$ cat src/rtl/sha256_drv_pkg.sv
// Shared types and constants for the SHA256 host-side block driver.
package sha256_drv_pkg;

  typedef enum logic [2:0] {
    ST_IDLE = 3'd0,
    ST_FILL = 3'd1,
    ST_SOC  = 3'd2,
    ST_SEND = 3'd3,
    ST_WAIT = 3'd4,
    ST_READ = 3'd5
  } drv_state_t;

  localparam int WORDS_PER_BLOCK = 16;
  localparam int DIGEST_WORDS    = 8;
  localparam int DEFAULT_TIMEOUT = 255;

endpackage

$ cat src/rtl/sha256_host_driver_if.sv
// Block interface between the host driver and the SHA256 core.
// The driver owns soc/rd and the outgoing half of the shared data bus;
// the core returns eoc and the bus value it drives during digest reads.
interface sha256_host_driver_if;
  logic        core_soc;
  logic        core_rd;
  logic [31:0] core_data_out;
  logic        core_data_oe;
  logic [31:0] core_data_in;
  logic        core_eoc;

  modport master (
    output core_soc,
    output core_rd,
    output core_data_out,
    output core_data_oe,
    input  core_data_in,
    input  core_eoc
  );

  modport slave (
    input  core_soc,
    input  core_rd,
    input  core_data_out,
    input  core_data_oe,
    output core_data_in,
    output core_eoc
  );
endinterface

$ cat src/rtl/sha256_blk_buf.sv
// 16x32 message block buffer: one write port filled from the upstream
// stream, one asynchronous read port used while streaming into the core.
module sha256_blk_buf
  import sha256_drv_pkg::*;
(
  input  logic        clk,
  input  logic        we,
  input  logic [3:0]  waddr,
  input  logic [31:0] wdata,
  input  logic [3:0]  raddr,
  output logic [31:0] rdata
);

  logic [31:0] mem [WORDS_PER_BLOCK];

  // Write port: one word per accepted upstream handshake.
  always_ff @(posedge clk) begin
    if (we) begin
      mem[waddr] <= wdata;
    end
  end

  assign rdata = mem[raddr];

endmodule

$ cat src/rtl/sha256_host_driver.sv
// Host-side initiator for the SHA256 core block interface. Buffers each
// pre-padded 512-bit block from the upstream stream, pulses soc, streams
// the 16 words onto the core bus, waits for a fresh eoc, and after the
// last block reads the 8 digest words back and presents them downstream.
module sha256_host_driver
  import sha256_drv_pkg::*;
#(
  parameter int NBLK_W  = 8,
  parameter int TIMEOUT = DEFAULT_TIMEOUT
) (
  input  logic                  clk,
  input  logic                  rst,
  input  logic                  start,
  input  logic [NBLK_W-1:0]     nblocks,
  input  logic [31:0]           word_in,
  input  logic                  word_valid,
  output logic                  word_ready,
  sha256_host_driver_if.master  core,
  output logic [31:0]           digest_word,
  output logic [2:0]            digest_idx,
  output logic                  digest_valid,
  output logic                  busy,
  output logic                  done,
  output logic                  err_timeout
);

  // One extra bit so the counter can reach TIMEOUT without wrapping.
  localparam int TW = $clog2(TIMEOUT + 2);

  drv_state_t        state;
  logic [3:0]        wcnt;
  logic [4:0]        scnt;
  logic [2:0]        rcnt;
  logic [TW-1:0]     tcnt;
  logic [NBLK_W-1:0] blk_rem;
  logic              armed;

  logic              soc_pulse;
  logic              rd_en;
  logic [31:0]       drive_word;
  logic              drive_en;
  logic [31:0]       dig_word;
  logic [2:0]        dig_idx;
  logic              dig_valid;
  logic              done_pulse;
  logic              err_flag;

  logic              buf_we;
  logic [31:0]       buf_rdata;

  assign buf_we = (state == ST_FILL) && word_valid;

  sha256_blk_buf u_buf (
    .clk   (clk),
    .we    (buf_we),
    .waddr (wcnt),
    .wdata (word_in),
    .raddr (scnt[3:0]),
    .rdata (buf_rdata)
  );

  // Main sequencer: state, counters and every registered core/host output.
  always_ff @(posedge clk) begin
    if (rst) begin
      state      <= ST_IDLE;
      wcnt       <= '0;
      scnt       <= '0;
      rcnt       <= '0;
      tcnt       <= '0;
      blk_rem    <= '0;
      armed      <= 1'b0;
      soc_pulse  <= 1'b0;
      rd_en      <= 1'b0;
      drive_word <= '0;
      drive_en   <= 1'b0;
      dig_word   <= '0;
      dig_idx    <= '0;
      dig_valid  <= 1'b0;
      done_pulse <= 1'b0;
      err_flag   <= 1'b0;
    end else begin
      soc_pulse  <= 1'b0;
      dig_valid  <= 1'b0;
      done_pulse <= 1'b0;

      // An eoc low seen any time after soc proves the next high is fresh.
      if ((state == ST_SOC || state == ST_SEND || state == ST_WAIT) && !core.core_eoc) begin
        armed <= 1'b1;
      end

      case (state)
        ST_IDLE: begin
          if (start && (nblocks != '0)) begin
            blk_rem  <= nblocks;
            err_flag <= 1'b0;
            wcnt     <= '0;
            state    <= ST_FILL;
          end
        end

        ST_FILL: begin
          if (word_valid) begin
            wcnt <= wcnt + 4'd1;
            if (wcnt == 4'(WORDS_PER_BLOCK - 1)) begin
              soc_pulse <= 1'b1;
              armed     <= 1'b0;
              scnt      <= '0;
              state     <= ST_SOC;
            end
          end
        end

        ST_SOC: begin
          drive_en   <= 1'b1;
          drive_word <= buf_rdata;
          scnt       <= 5'd1;
          state      <= ST_SEND;
        end

        // scnt 1..16: word scnt-1 on the bus; 17: bus released.
        ST_SEND: begin
          if (scnt < 5'(WORDS_PER_BLOCK)) begin
            drive_word <= buf_rdata;
            scnt       <= scnt + 5'd1;
          end else if (scnt == 5'(WORDS_PER_BLOCK)) begin
            drive_en   <= 1'b0;
            drive_word <= '0;
            scnt       <= scnt + 5'd1;
          end else begin
            tcnt  <= '0;
            state <= ST_WAIT;
          end
        end

        ST_WAIT: begin
          if (armed && core.core_eoc) begin
            blk_rem <= blk_rem - NBLK_W'(1);
            if (blk_rem == NBLK_W'(1)) begin
              rd_en <= 1'b1;
              rcnt  <= '0;
              state <= ST_READ;
            end else begin
              wcnt  <= '0;
              state <= ST_FILL;
            end
          end else if (tcnt == TW'(TIMEOUT)) begin
            err_flag   <= 1'b1;
            done_pulse <= 1'b1;
            state      <= ST_IDLE;
          end else begin
            tcnt <= tcnt + TW'(1);
          end
        end

        // Core presents H[rcnt] while rd is high; it is shown one cycle later.
        ST_READ: begin
          dig_word  <= core.core_data_in;
          dig_idx   <= rcnt;
          dig_valid <= 1'b1;
          rcnt      <= rcnt + 3'd1;
          if (rcnt == 3'(DIGEST_WORDS - 1)) begin
            rd_en      <= 1'b0;
            done_pulse <= 1'b1;
            state      <= ST_IDLE;
          end
        end

        default: begin
          drive_en <= 1'b0;
          rd_en    <= 1'b0;
          state    <= ST_IDLE;
        end
      endcase
    end
  end

  assign busy       = (state != ST_IDLE);
  assign word_ready = (state == ST_FILL);

  assign core.core_soc      = soc_pulse;
  assign core.core_rd       = rd_en;
  assign core.core_data_out = drive_word;
  assign core.core_data_oe  = drive_en;

  assign digest_word  = dig_word;
  assign digest_idx   = dig_idx;
  assign digest_valid = dig_valid;
  assign done         = done_pulse;
  assign err_timeout  = err_flag;

endmodule
$ cat src/flat_wrapper.sv
// flat-port wrapper written by rule: the top's interface ports become plain ports
module sha256_host_driver_flat import sha256_drv_pkg::*;
#(
  parameter int NBLK_W  = 8,
  parameter int TIMEOUT = DEFAULT_TIMEOUT
)
  (clk, rst, start, nblocks, word_in, word_valid, word_ready, digest_word, digest_idx, digest_valid, busy, done, err_timeout, core_core_soc, core_core_rd, core_core_data_out, core_core_data_oe, core_core_data_in, core_core_eoc);
  sha256_host_driver_if core_i ();
  input  logic clk;
  input  logic rst;
  input  logic start;
  input  logic [NBLK_W-1:0] nblocks;
  input  logic [31:0] word_in;
  input  logic word_valid;
  output logic word_ready;
  output logic [31:0] digest_word;
  output logic [2:0] digest_idx;
  output logic digest_valid;
  output logic busy;
  output logic done;
  output logic err_timeout;
  output wire logic [$bits(core_i.core_soc)-1:0] core_core_soc;
  output wire logic [$bits(core_i.core_rd)-1:0] core_core_rd;
  output wire logic [$bits(core_i.core_data_out)-1:0] core_core_data_out;
  output wire logic [$bits(core_i.core_data_oe)-1:0] core_core_data_oe;
  input wire logic [$bits(core_i.core_data_in)-1:0] core_core_data_in;
  input wire logic [$bits(core_i.core_eoc)-1:0] core_core_eoc;
  assign core_core_soc = core_i.core_soc;
  assign core_core_rd = core_i.core_rd;
  assign core_core_data_out = core_i.core_data_out;
  assign core_core_data_oe = core_i.core_data_oe;
  assign core_i.core_data_in = core_core_data_in;
  assign core_i.core_eoc = core_core_eoc;
  sha256_host_driver #(.NBLK_W(NBLK_W), .TIMEOUT(TIMEOUT)) u_core (.clk(clk), .rst(rst), .start(start), .nblocks(nblocks), .word_in(word_in), .word_valid(word_valid), .word_ready(word_ready), .core(core_i), .digest_word(digest_word), .digest_idx(digest_idx), .digest_valid(digest_valid), .busy(busy), .done(done), .err_timeout(err_timeout));
endmodule
$ cat config.mk
export PLATFORM = sky130hd
export DESIGN_NAME = sha256_host_driver_flat
export DESIGN_NICKNAME = d
export VERILOG_FILES = /design/src/rtl/sha256_drv_pkg.sv /design/src/rtl/sha256_host_driver_if.sv /design/src/rtl/sha256_blk_buf.sv /design/src/rtl/sha256_host_driver.sv /design/src/flat_wrapper.sv
export SDC_FILE = /design/constraint.sdc
export NUM_CORES = 1
export LEC_CHECK = 0
export BUFFER_PORTS_ARGS = -buffer_cell sky130_fd_sc_hd__buf_2
export CAP_MARGIN = 10
export CORE_MARGIN = 4
export CORE_UTILIZATION = 50
export DETAILED_ROUTE_END_ITERATION = 16
export PLACE_DENSITY = 0.8
export SLEW_MARGIN = 40
export SYNTH_ARGS = -nofsm -noshare
export SYNTH_HDL_FRONTEND = slang
export SYNTH_SLANG_ARGS = --single-unit
$ cat constraint.sdc
create_clock -name clk -period 2.8 [get_ports clk]
set_input_delay 0.56 -clock clk [delete_from_list [all_inputs] [get_ports clk]]
set_output_delay 0.56 -clock clk [all_outputs]
set_load 0.1 [all_outputs]
==> results.sh, run 1 <==
export IMPL_cts_max_level=2
export IMPL_syn_num_nets=1381
export IMPL_holdWs_ns=0.1791
export IMPL_synth_largest_area_cell="edfxtp_1"
export IMPL_synth_common_cells="edfxtp_1, mux4_2, dfxtp_1, nand2_1, a21oi_1"
export IMPL_track_usage=0.2000
export IMPL_cts_sinks=622
export IMPL_grt_pass1_vias=13170
export IMPL_boundaryPins=152
export IMPL_synth_edff_count=512
export IMPL_tightestPinTransition_ns=0.7325
export IMPL_ant_nets=0
export IMPL_antenna_found_initial=4
export IMPL_p_leak_nw=9.181
export IMPL_synth_main_ff_cell="edfxtp_1"
export IMPL_netlist_instances=1291
export IMPL_rows=79
export IMPL_fin_crit_ns=2.684
export IMPL_drive_gt1_frac=0.2854
export IMPL_synthTopCellsByArea="edfxtp_1, mux4_2, dfxtp_1, nand2_1, mux2i_1"
export IMPL_coreArea_um2=46650
export IMPL_rsz0062_at_grt="no"
export IMPL_slew_headroom=0.5109
export IMPL_fin_tns_setup_ns=0
export IMPL_max_stage_delay_ns=0.47
export IMPL_first_pass_iters=7
export IMPL_fmaxAchievable_mhz=372.5
export IMPL_skew_ns=0.03895
export IMPL_min_path_type="input port to flip-flop"
export IMPL_setup_worst_path_class="flip-flop to output port"
export IMPL_setup_worst_path_end_class="output port"
export IMPL_drt_iter0_markers=1254
export IMPL_worst_skew_pair_late_latency_ns=0.65
export IMPL_finalSetupViolations=0
export IMPL_vdd_drop_max_mv=0.6667
export IMPL_yosysMostFrequentCell="edfxtp_1"
export IMPL_ys_ff_latch=622
export IMPL_startpoint_type="flip-flop"
export IMPL_maxCapViolCount=0
export IMPL_netlist_cell_type_count=61
export IMPL_finish_utilization=0.5893
export IMPL_synthToLayoutAreaGrowth_pct=16.06
export IMPL_synth_area_um2=23690
export IMPL_synth_top_cell_area_share=0.6491
export IMPL_n_fill_cell=3350
export IMPL_drv_slew=0
export IMPL_routabilityCongestion=0.8301
export IMPL_run_status="completed"
export IMPL_cts_max_path_buffers=3
export IMPL_syn_avg_cell_area_um2=18.35
export IMPL_seq_area_frac_synth=0.7420
export IMPL_clkTransAtPathRegs_ns=0.06
export IMPL_avgViaCountPerCell=5.942
export IMPL_grt_overflow_total=0
export IMPL_grt_pass1_wl_um=77860
export IMPL_wl_per_cell_um=23.74
export IMPL_cts_tree="yes"
export IMPL_vias=12720
export IMPL_fp_dieH_um=225.7
export IMPL_hold_violations=0
export IMPL_ys_async_sr_fraction=0
export IMPL_cts_root_buffer="clkbuf_16"
export IMPL_initial_core_util=0.5077
export IMPL_finalCritPeriodShare=0.9587
export IMPL_port_buffers=151
export IMPL_holdBufCountCts=0
export IMPL_grt_max_degree=52
export IMPL_crit_fanout=16
export IMPL_die_area_um2=50920
export IMPL_post_route_drc_count=0
export IMPL_numCtsBuffers=59
export IMPL_path_cells="and2b_1, nand2_1, inv_1, buf_2"
export IMPL_crit_required_ns=2.24
export IMPL_dpl_hpwl_um=28480
export IMPL_power_density_nw_per_um2=727.4
export IMPL_cp_slowest_cell="buf_2"
export IMPL_nNetsFinal=1570
export IMPL_worstPathArrival_ns=2.12
export IMPL_die_x_um=225.7
export IMPL_routed_wl_um=50840
export IMPL_yosys_warnings=0
flip-flops by register name, summed over array words and instances (netlist names), 3 cells and up, named ones only:
name                       flops
u_core.rcnt                    3
u_core.blk_rem                 8
u_core.tcnt                    9
u_core.state                   3
u_core.digest_idx              3
u_core.u_buf.mem             512
u_core.scnt                    5
u_core.wcnt                    4
u_core.core.core_data_out     32
u_core.digest_word            32
critical path: cells and delay by family, from the launching register on:
| kind | cells | cell delay (ns) |
|---|---|---|
| DFF | 1 | 0.40 |
| buffers and inverters | 2 | 0.63 |
| and+or+nand+nor | 2 | 0.48 |
path summary, 6_finish.rpt:
path	startpoint	end	slack [ns]	cells after the start
worst max-delay path	u_core.state[2]$_SDFFE_PP0P_	word_ready	0.12	4
worst max register to register	u_core.scnt[0]$_SDFFE_PP0P_	u_core.core.core_data_out[9]$_SDFFE_PP0P_	0.43	8
worst min-delay path	core_core_data_in[23]	u_core.digest_word[23]$_SDFFE_PP0P_	0.18	3
worst min register to register	u_core.digest_word[23]$_SDFFE_PP0P_	u_core.digest_word[23]$_SDFFE_PP0P_	0.45	2
routing by layer:
| layer | global-route usage | wire, um |
|---|---|---|
| met4 | 0.05157 | 1014 |
| met3 | 0.04693 | 4031 |
| met5 | 0 | 29 |
| met2 | 0.3410 | 25970 |
| met1 | 0.2629 | 19790 |
cell families (layout without fill, tap and decap cells):
group / count (synthesis) / count (layout) / synth area share
adder cells (fa/ha/maj): 13 / 13 / 0.006867
AND/OR/NAND/NOR: 241 / 241 / 0.05081
AO/OA/AOI/OAI: 168 / 168 / 0.04738
flip-flops: 622 / 622 / 0.7420
buffers and inverters: 76 / 316 / 0.01347
other: 0 / 3 / 0
XOR/XNOR: 9 / 9 / 0.003328
multiplexers: 162 / 162 / 0.1361
layout by cell type (no fill, tap or decap), drive strengths merged, types with 3 or more instances in the layout:
cell,Yosys,layout
mux4,128,128
bufinv,0,5
a21oi,59,59
diode,0,3
nand2,97,97
xor2,6,6
clkbuf,42,84
dfxtp,110,110
mux2i,33,33
nor3,7,7
a31oi,3,3
o21ai,29,29
a221oi,17,17
edfxtp,512,512
nor4,3,3
nor3b,3,3
a211oi,11,11
nand2b,19,19
clkinv,0,21
xnor2,3,3
nor2,34,34
inv,13,15
nand3,12,12
o211ai,16,16
nand4,8,8
or4,3,3
a22oi,19,19
nor2b,20,20
buf,21,191
and3,9,9
and2,14,14
ha,13,13
report_power, final:
group / switching, mW / internal [mW]
registers: 0.127 / 10.2
logic: 1.25 / 0.487
clock network: 3.37 / 4.54
total: 4.75 / 15.2
metrics by stage:
| stage | std cells | instance area, um^2 | setup WS [ns] | power, mW |
|---|---|---|---|---|
| after floorplan | 1291 | 23710 | 0.1050 | 11.75 |
| after global placement | 2026 | 25530 | 0.4660 | 12.19 |
| after detailed placement | 2026 | 25530 | 0.3841 | 12.26 |
| after CTS | 2138 | 27480 | 0.0003262 | 20.15 |
| after global routing | 2139 | 27490 | 0.01936 | 20.71 |
| final | 2141 | 27490 | 0.1157 | 20.00 |
final cells by class:
| class | instances | area [um^2] | share of cell area |
|---|---|---|---|
| Timing Repair Buffer | 191 | 1309 | 0.04761 |
| Sequential cell | 622 | 17590 | 0.6397 |
| Tap cell | 607 | 759.5 | 0.02763 |
| Antenna cell | 3 | 7.507 | 0.0002731 |
| Clock inverter | 28 | 319.1 | 0.01161 |
| Clock buffer | 84 | 1630 | 0.05930 |
| Inverter | 13 | 48.80 | 0.001775 |
| Multi-Input combinational cell | 593 | 5832 | 0.2121 |
repair_timing:
action / 4_1_cts / 5_1_grt
buffers inserted: 0 / 0
setup endpoints to repair: 1 / 2
resized for setup: 1 / 1
(Power assumes the default switching activity.)
==> run 2, diff against run 1 <==
--- a/config.mk
+++ b/config.mk
@@ -11,6 +11,7 @@
 export CORE_UTILIZATION = 50
 export DETAILED_ROUTE_END_ITERATION = 16
 export PLACE_DENSITY = 0.8
+export REMOVE_ABC_BUFFERS = 1
 export SLEW_MARGIN = 40
 export SYNTH_ARGS = -nofsm -noshare
 export SYNTH_HDL_FRONTEND = slang
==> run 2 against run 1 <==
Net effect: combinational power about the same; sequential power about the same; first-iteration DRC count grew 5.0%; critical path depth unchanged; clock power increased by 9.5%; critical path type unchanged; critical endpoint unchanged; highest routed layer unchanged.
==> results.sh, run 2 (synthesized netlist as in run 1, its figures left out) <==
export IMPL_setup_worst_path_end_class="output port"
export IMPL_cts_max_level=2
export IMPL_finish_utilization=0.5939
export IMPL_post_cts_buffers=0
export IMPL_grt_pass1_vias=13330
export IMPL_worstPathArrival_ns=2.02
export IMPL_initial_core_util=0.5077
export IMPL_routabilityCongestion=0.8430
export IMPL_grt_overflow_total=0
export IMPL_fin_crit_ns=2.583
export IMPL_cts_root_buffer="clkbuf_16"
export IMPL_first_pass_iters=6
export IMPL_dpl_cell_count=2032
export IMPL_crit_required_ns=2.24
export IMPL_drive_gt1_frac=0.2921
export IMPL_rr_startpoint="u_core.scnt[0]$_SDFFE_PP0P_"
export IMPL_p_switching_mw=4.828
export IMPL_boundaryPins=152
export IMPL_port_buffers=151
export IMPL_largest_reg_flops=512
export IMPL_hold_violations=0
export IMPL_slew_headroom=0.5404
export IMPL_grt_max_degree=68
export IMPL_rsz0062_at_grt="no"
export IMPL_vias=13030
export IMPL_hp_start="core_core_data_in[24]"
export IMPL_clkTransAtPathRegs_ns=0.06
export IMPL_maxCapViolCount=0
export IMPL_fmaxAchievable_mhz=387.1
export IMPL_vdd_drop_max_mv=0.5178
export IMPL_antenna_found_initial=6
export IMPL_sw_frac_of_total=0.2326
export IMPL_p_leak_nw=9.300
export IMPL_die_x_um=225.7
export IMPL_final_common_cell="edfxtp_1"
export IMPL_startpoint_type="flip-flop"
export IMPL_grt_pass1_wl_um=79810
export IMPL_power_mw=20.76
export IMPL_power_frac_clock=0.417
export IMPL_post_route_drc_count=0
export IMPL_finalCritPeriodShare=0.9225
export IMPL_ant_nets=0
export IMPL_internal_power_mw=15.93
export IMPL_run_status="completed"
export IMPL_routed_wl_um=52350
export IMPL_track_usage=0.2054
export IMPL_avgViaCountPerCell=6.072
export IMPL_crit_fanout=16
export IMPL_rows=79
export IMPL_dpl_hpwl_um=29450
export IMPL_critPathLaunch="u_core.state[0]$_SDFFE_PP0P_"
export IMPL_cts_max_path_buffers=3
export IMPL_tightestPinTransition_ns=0.6894
export IMPL_drt_iter0_markers=1317
export IMPL_setup_worst_path_class="flip-flop to output port"
export IMPL_skew_ns=0.02778
export IMPL_drv_slew=0
export IMPL_die_area_um2=50920
export IMPL_pwr_share_seq=0.500
export IMPL_largest_register="u_core.u_buf.mem"
export IMPL_stdcell_count=2146
export IMPL_worst_skew_pair_late_latency_ns=0.63
export IMPL_min_path_type="input port to flip-flop"
export IMPL_wl_per_cell_um=24.39
export IMPL_nNetsFinal=1576
export IMPL_final_cell_mix="edfxtp_1, buf_2, mux4_2"
export IMPL_holdBufCountCts=0
export IMPL_coreArea_um2=46650
export IMPL_pwr_share_comb=0.083
export IMPL_finalSetupViolations=0
export IMPL_synthToLayoutAreaGrowth_pct=16.98
export IMPL_power_density_nw_per_um2=749.0
export IMPL_numCtsBuffers=59
export IMPL_cts_sinks=622
export IMPL_cts_tree="yes"
export IMPL_fp_dieH_um=225.7
run 2: final timing paths:
check	depth (start not counted)	endpoint	slack, ns
max reg2reg	8	u_core.core.core_data_out[28]$_SDFFE_PP0P_	0.36
min reg2reg	2	u_core.digest_word[30]$_SDFFE_PP0P_	0.46
min	3	u_core.digest_word[24]$_SDFFE_PP0P_	0.18
max	4	word_ready	0.22
run 2: timing repair:
action                     4_1_cts  5_1_grt
setup endpoints to repair        1        2
pin swaps                        0        0
hold endpoints to repair         0        0
gates resized for setup          1        2
run 2: per-stage QoR:
stage / hold slack [ns] / setup TNS (ns) / cell area [um^2] / setup WS (ns)
2_1_floorplan: 0.4422 / -275.09 / 23420 / -3.710
3_3_place_gp: 0.4399 / 0 / 25560 / 0.4966
3_5_place_dp: 0.4472 / 0 / 25560 / 0.3724
4_1_cts: 0.1525 / 0 / 27700 / 0.02823
5_1_grt: 0.1718 / 0 / 27710 / 0.1196
6_report: 0.1790 / 0 / 27710 / 0.2170
run 2: layout make-up:
type                       instances  area [um^2]
fill                            3271        18950
timing repair buffer             197         1341
antenna                            2        5.005
clock buffer                      72         1577
tap                              607        759.5
clock inverter                    40        559.3
multi-input combinational        593         5832
sequential                       622        17590
inverter                          13        48.80
run 2: worst max-delay path: stages, from the launching register on:
cell and delay [ns]:
dfxtp_2 0.47, and2b_1 0.24, nand2_1 0.09, inv_1 0.13, buf_2 0.47
run 2: power by group through the flow:
stage / clock [mW] / combinational [mW] / sequential, mW
floorplan: 0 / 0.876 / 10.8
global placement: 0 / 1.66 / 10.5
detailed placement: 0 / 1.70 / 10.6
CTS: 8.78 / 1.72 / 10.4
global route: 9.19 / 1.86 / 10.4
finish: 8.66 / 1.72 / 10.4
run 2: per-layer routing:
layer	up-vias	wire, um	track usage
li1	5576	-	-
met1	6636	20200	0.2743
met2	707	25710	0.3388
met3	104	5074	0.05421
met4	8	1330	0.05770
met5	-	43	0
==> run 3, diff against run 2 <==
--- a/config.mk
+++ b/config.mk
@@ -7,11 +7,12 @@
 export LEC_CHECK = 0
 export BUFFER_PORTS_ARGS = -buffer_cell sky130_fd_sc_hd__buf_2
 export CAP_MARGIN = 10
+export CELL_PAD_IN_SITES_DETAIL_PLACEMENT = 0
+export CELL_PAD_IN_SITES_GLOBAL_PLACEMENT = 2
 export CORE_MARGIN = 4
-export CORE_UTILIZATION = 50
+export CORE_UTILIZATION = 41
 export DETAILED_ROUTE_END_ITERATION = 16
-export PLACE_DENSITY = 0.8
-export REMOVE_ABC_BUFFERS = 1
+export PLACE_DENSITY = 0.76
 export SLEW_MARGIN = 40
 export SYNTH_ARGS = -nofsm -noshare
 export SYNTH_HDL_FRONTEND = slang
==> run 3 against run 2 <==
Net effect: utilization decreased by 10 points; fmax increased by 2.2%; largest cell class unchanged; largest power group unchanged; global-route usage decreased by 4.2 points; highest routed layer unchanged; sequential cell count unchanged; sequential power about the same; hold slack improved by 0.019 ns; register-to-register slack improved by 0.12 ns; combinational power increased by 2%; sequential share of layout area decreased by 0.69 points; non-clock buffer count unchanged; cell count increased by 7.4%; via count decreased by 6.1%; critical endpoint unchanged.
==> results.sh, run 3 (synthesized netlist as in run 1, its figures left out) <==
export IMPL_r2r_setup_slack_ns=0.48
export IMPL_finalSetupViolations=0
export IMPL_cp_slowest_cell="dfxtp_2"
export IMPL_hp_start="core_core_data_in[30]"
export IMPL_worstPathArrival_ns=1.97
export IMPL_grt_pass1_wl_um=76730
export IMPL_power_density_nw_per_um2=747.6
export IMPL_holdBufCountCts=0
export IMPL_vias=12230
export IMPL_die_area_um2=61690
export IMPL_maxCapViolCount=0
export IMPL_crit_required_ns=2.24
export IMPL_fp_dieH_um=248.4
export IMPL_setup_worst_path_class="flip-flop to output port"
export IMPL_crit_fanout=16
export IMPL_cts_resized=2
export IMPL_p_leak_nw=9.350
export IMPL_vdd_drop_max_mv=0.5639
export IMPL_die_x_um=248.4
export IMPL_final_cell_mix="edfxtp_1, buf_2, mux4_2"
export IMPL_min_path_type="input port to flip-flop"
export IMPL_grt_pass1_vias=12740
export IMPL_slew_headroom=0.5465
export IMPL_run_status="completed"
export IMPL_fmaxAchievable_mhz=395.8
export IMPL_rr_startpoint="u_core.state[2]$_SDFFE_PP0P_"
export IMPL_min_to="u_core.digest_word[30]$_SDFFE_PP0P_"
export IMPL_wl_per_cell_um=21.68
export IMPL_path_buf_inv=2
export IMPL_wl_met1_um=21330
export IMPL_rows=87
export IMPL_dr_wl_met3_um=2411
export IMPL_initial_core_util=0.4169
export IMPL_avgViaCountPerCell=5.309
export IMPL_synthToLayoutAreaGrowth_pct=18.26
export IMPL_ant_nets=0
export IMPL_r2r_end="u_core.u_buf.mem[4][24]$_DFFE_PP_"
export IMPL_cts_tree="yes"
export IMPL_worst_skew_pair_late_latency_ns=0.61
export IMPL_finalCritPeriodShare=0.9023
export IMPL_port_buffers=151
export IMPL_wl_met2_um=25290
export IMPL_cts_max_level=3
export IMPL_whs_path_depth=3
export IMPL_r2r_cells=8
export IMPL_final_area_um2=28010
export IMPL_numCtsBuffers=66
export IMPL_boundaryPins=152
export IMPL_drt_iter0_markers=728
export IMPL_path_delay_family="simple AND/OR/NAND/NOR gates"
export IMPL_grt_max_degree=47
export IMPL_coreArea_um2=56820
export IMPL_post_route_drc_count=0
export IMPL_largest_reg_flops=512
export IMPL_nNetsFinal=1583
export IMPL_skew_ns=0.01530
export IMPL_n_fill_cell=4753
export IMPL_highest_layer="met5"
export IMPL_cts_root_buffer="clkbuf_16"
export IMPL_cts_max_path_buffers=3
export IMPL_startpoint_type="flip-flop"
export IMPL_grt_overflow_total=0
export IMPL_post_cts_buffers=0
export IMPL_fin_tns_setup_ns=0
export IMPL_cts_sinks=622
export IMPL_track_usage=0.1631
export IMPL_setup_worst_path_end_class="output port"
export IMPL_dpl_cell_area_um2=25760
export IMPL_largest_register="u_core.u_buf.mem"
export IMPL_antenna_found_initial=3
export IMPL_routed_wl_um=49950
export IMPL_drive_gt1_frac=0.2973
export IMPL_first_pass_iters=5
export IMPL_drv_slew=0
export IMPL_final_common_cell="edfxtp_1"
export IMPL_routabilityCongestion=0.7618
export IMPL_rsz0062_at_grt="no"
export IMPL_fin_crit_ns=2.526
export IMPL_clkTransAtPathRegs_ns=0.06
export IMPL_tightestPinTransition_ns=0.6789
export IMPL_path_cells="and2b_1, nand2_1, inv_1, buf_4"
export IMPL_max_stage_delay_ns=0.40
export IMPL_dpl_hpwl_um=29590
export IMPL_hold_violations=0
-- run 3: power breakdown --
| group | switching, mW | internal [mW] |
|---|---|---|
| Combinational | 1.26 | 0.498 |
| Sequential | 0.122 | 10.2 |
| Clock | 3.59 | 5.25 |
| Total | 4.97 | 16.0 |
-- run 3: cell type report --
cell class | instances | area, um^2 | share of cell area
Antenna cell | 1 | 2.502 | 0.00008933
Sequential cell | 622 | 17590 | 0.6278
Timing Repair Buffer | 197 | 1356 | 0.04842
Tap cell | 756 | 945.9 | 0.03377
Multi-Input combinational cell | 593 | 5832 | 0.2082
Clock buffer | 85 | 1793 | 0.06400
Inverter | 13 | 48.80 | 0.001742
Clock inverter | 37 | 449.2 | 0.01603
-- run 3: tightest hold or removal path, stage by stage --
cell	delay, ns
buf_2	0.09
nand2_1	0.04
a21oi_1	0.05
-- run 3: worst max path at each step --
stage	from	to	slack, ns	cells past startpoint
2_1_floorplan	u_core.state[0]$_SDFFE_PP0P_	u_core.u_buf.mem[7][0]$_DFFE_PP_	0.10	7
3_3_place_gp	u_core.state[2]$_SDFFE_PP0P_	u_core.u_buf.mem[5][23]$_DFFE_PP_	0.48	8
3_5_place_dp	u_core.state[2]$_SDFFE_PP0P_	u_core.u_buf.mem[4][23]$_DFFE_PP_	0.42	8
4_1_cts	u_core.state[2]$_SDFFE_PP0P_	busy	0.05	3
5_1_grt	u_core.state[2]$_SDFFE_PP0P_	word_ready	0.15	4
6_report	u_core.state[2]$_SDFFE_PP0P_	word_ready	0.27	4
-- run 3: through the flow --
stage / utilization / worst slack [ns] / power (mW) / std cells / hold WS, ns
2_1_floorplan: - / 0.1050 / 11.75 / 1291 / 0.4483
6_report: 0.4930 / 0.2735 / 20.94 / 2304 / 0.1980
5_1_grt: 0.4930 / 0.1464 / 21.74 / 2303 / 0.1755
3_5_place_dp: 0.4534 / 0.4191 / 12.31 / 2181 / 0.4444
4_1_cts: 0.4929 / 0.04678 / 21.21 / 2303 / 0.1521
3_3_place_gp: 0.4534 / 0.4822 / 12.28 / 2181 / 0.4392
-- run 3: metal layers --
metal,vias up,GRT usage
li1,5589,-
met1,6298,0.2162
met2,262,0.2749
met3,78,0.03832
met4,4,0.03993
met5,-,0
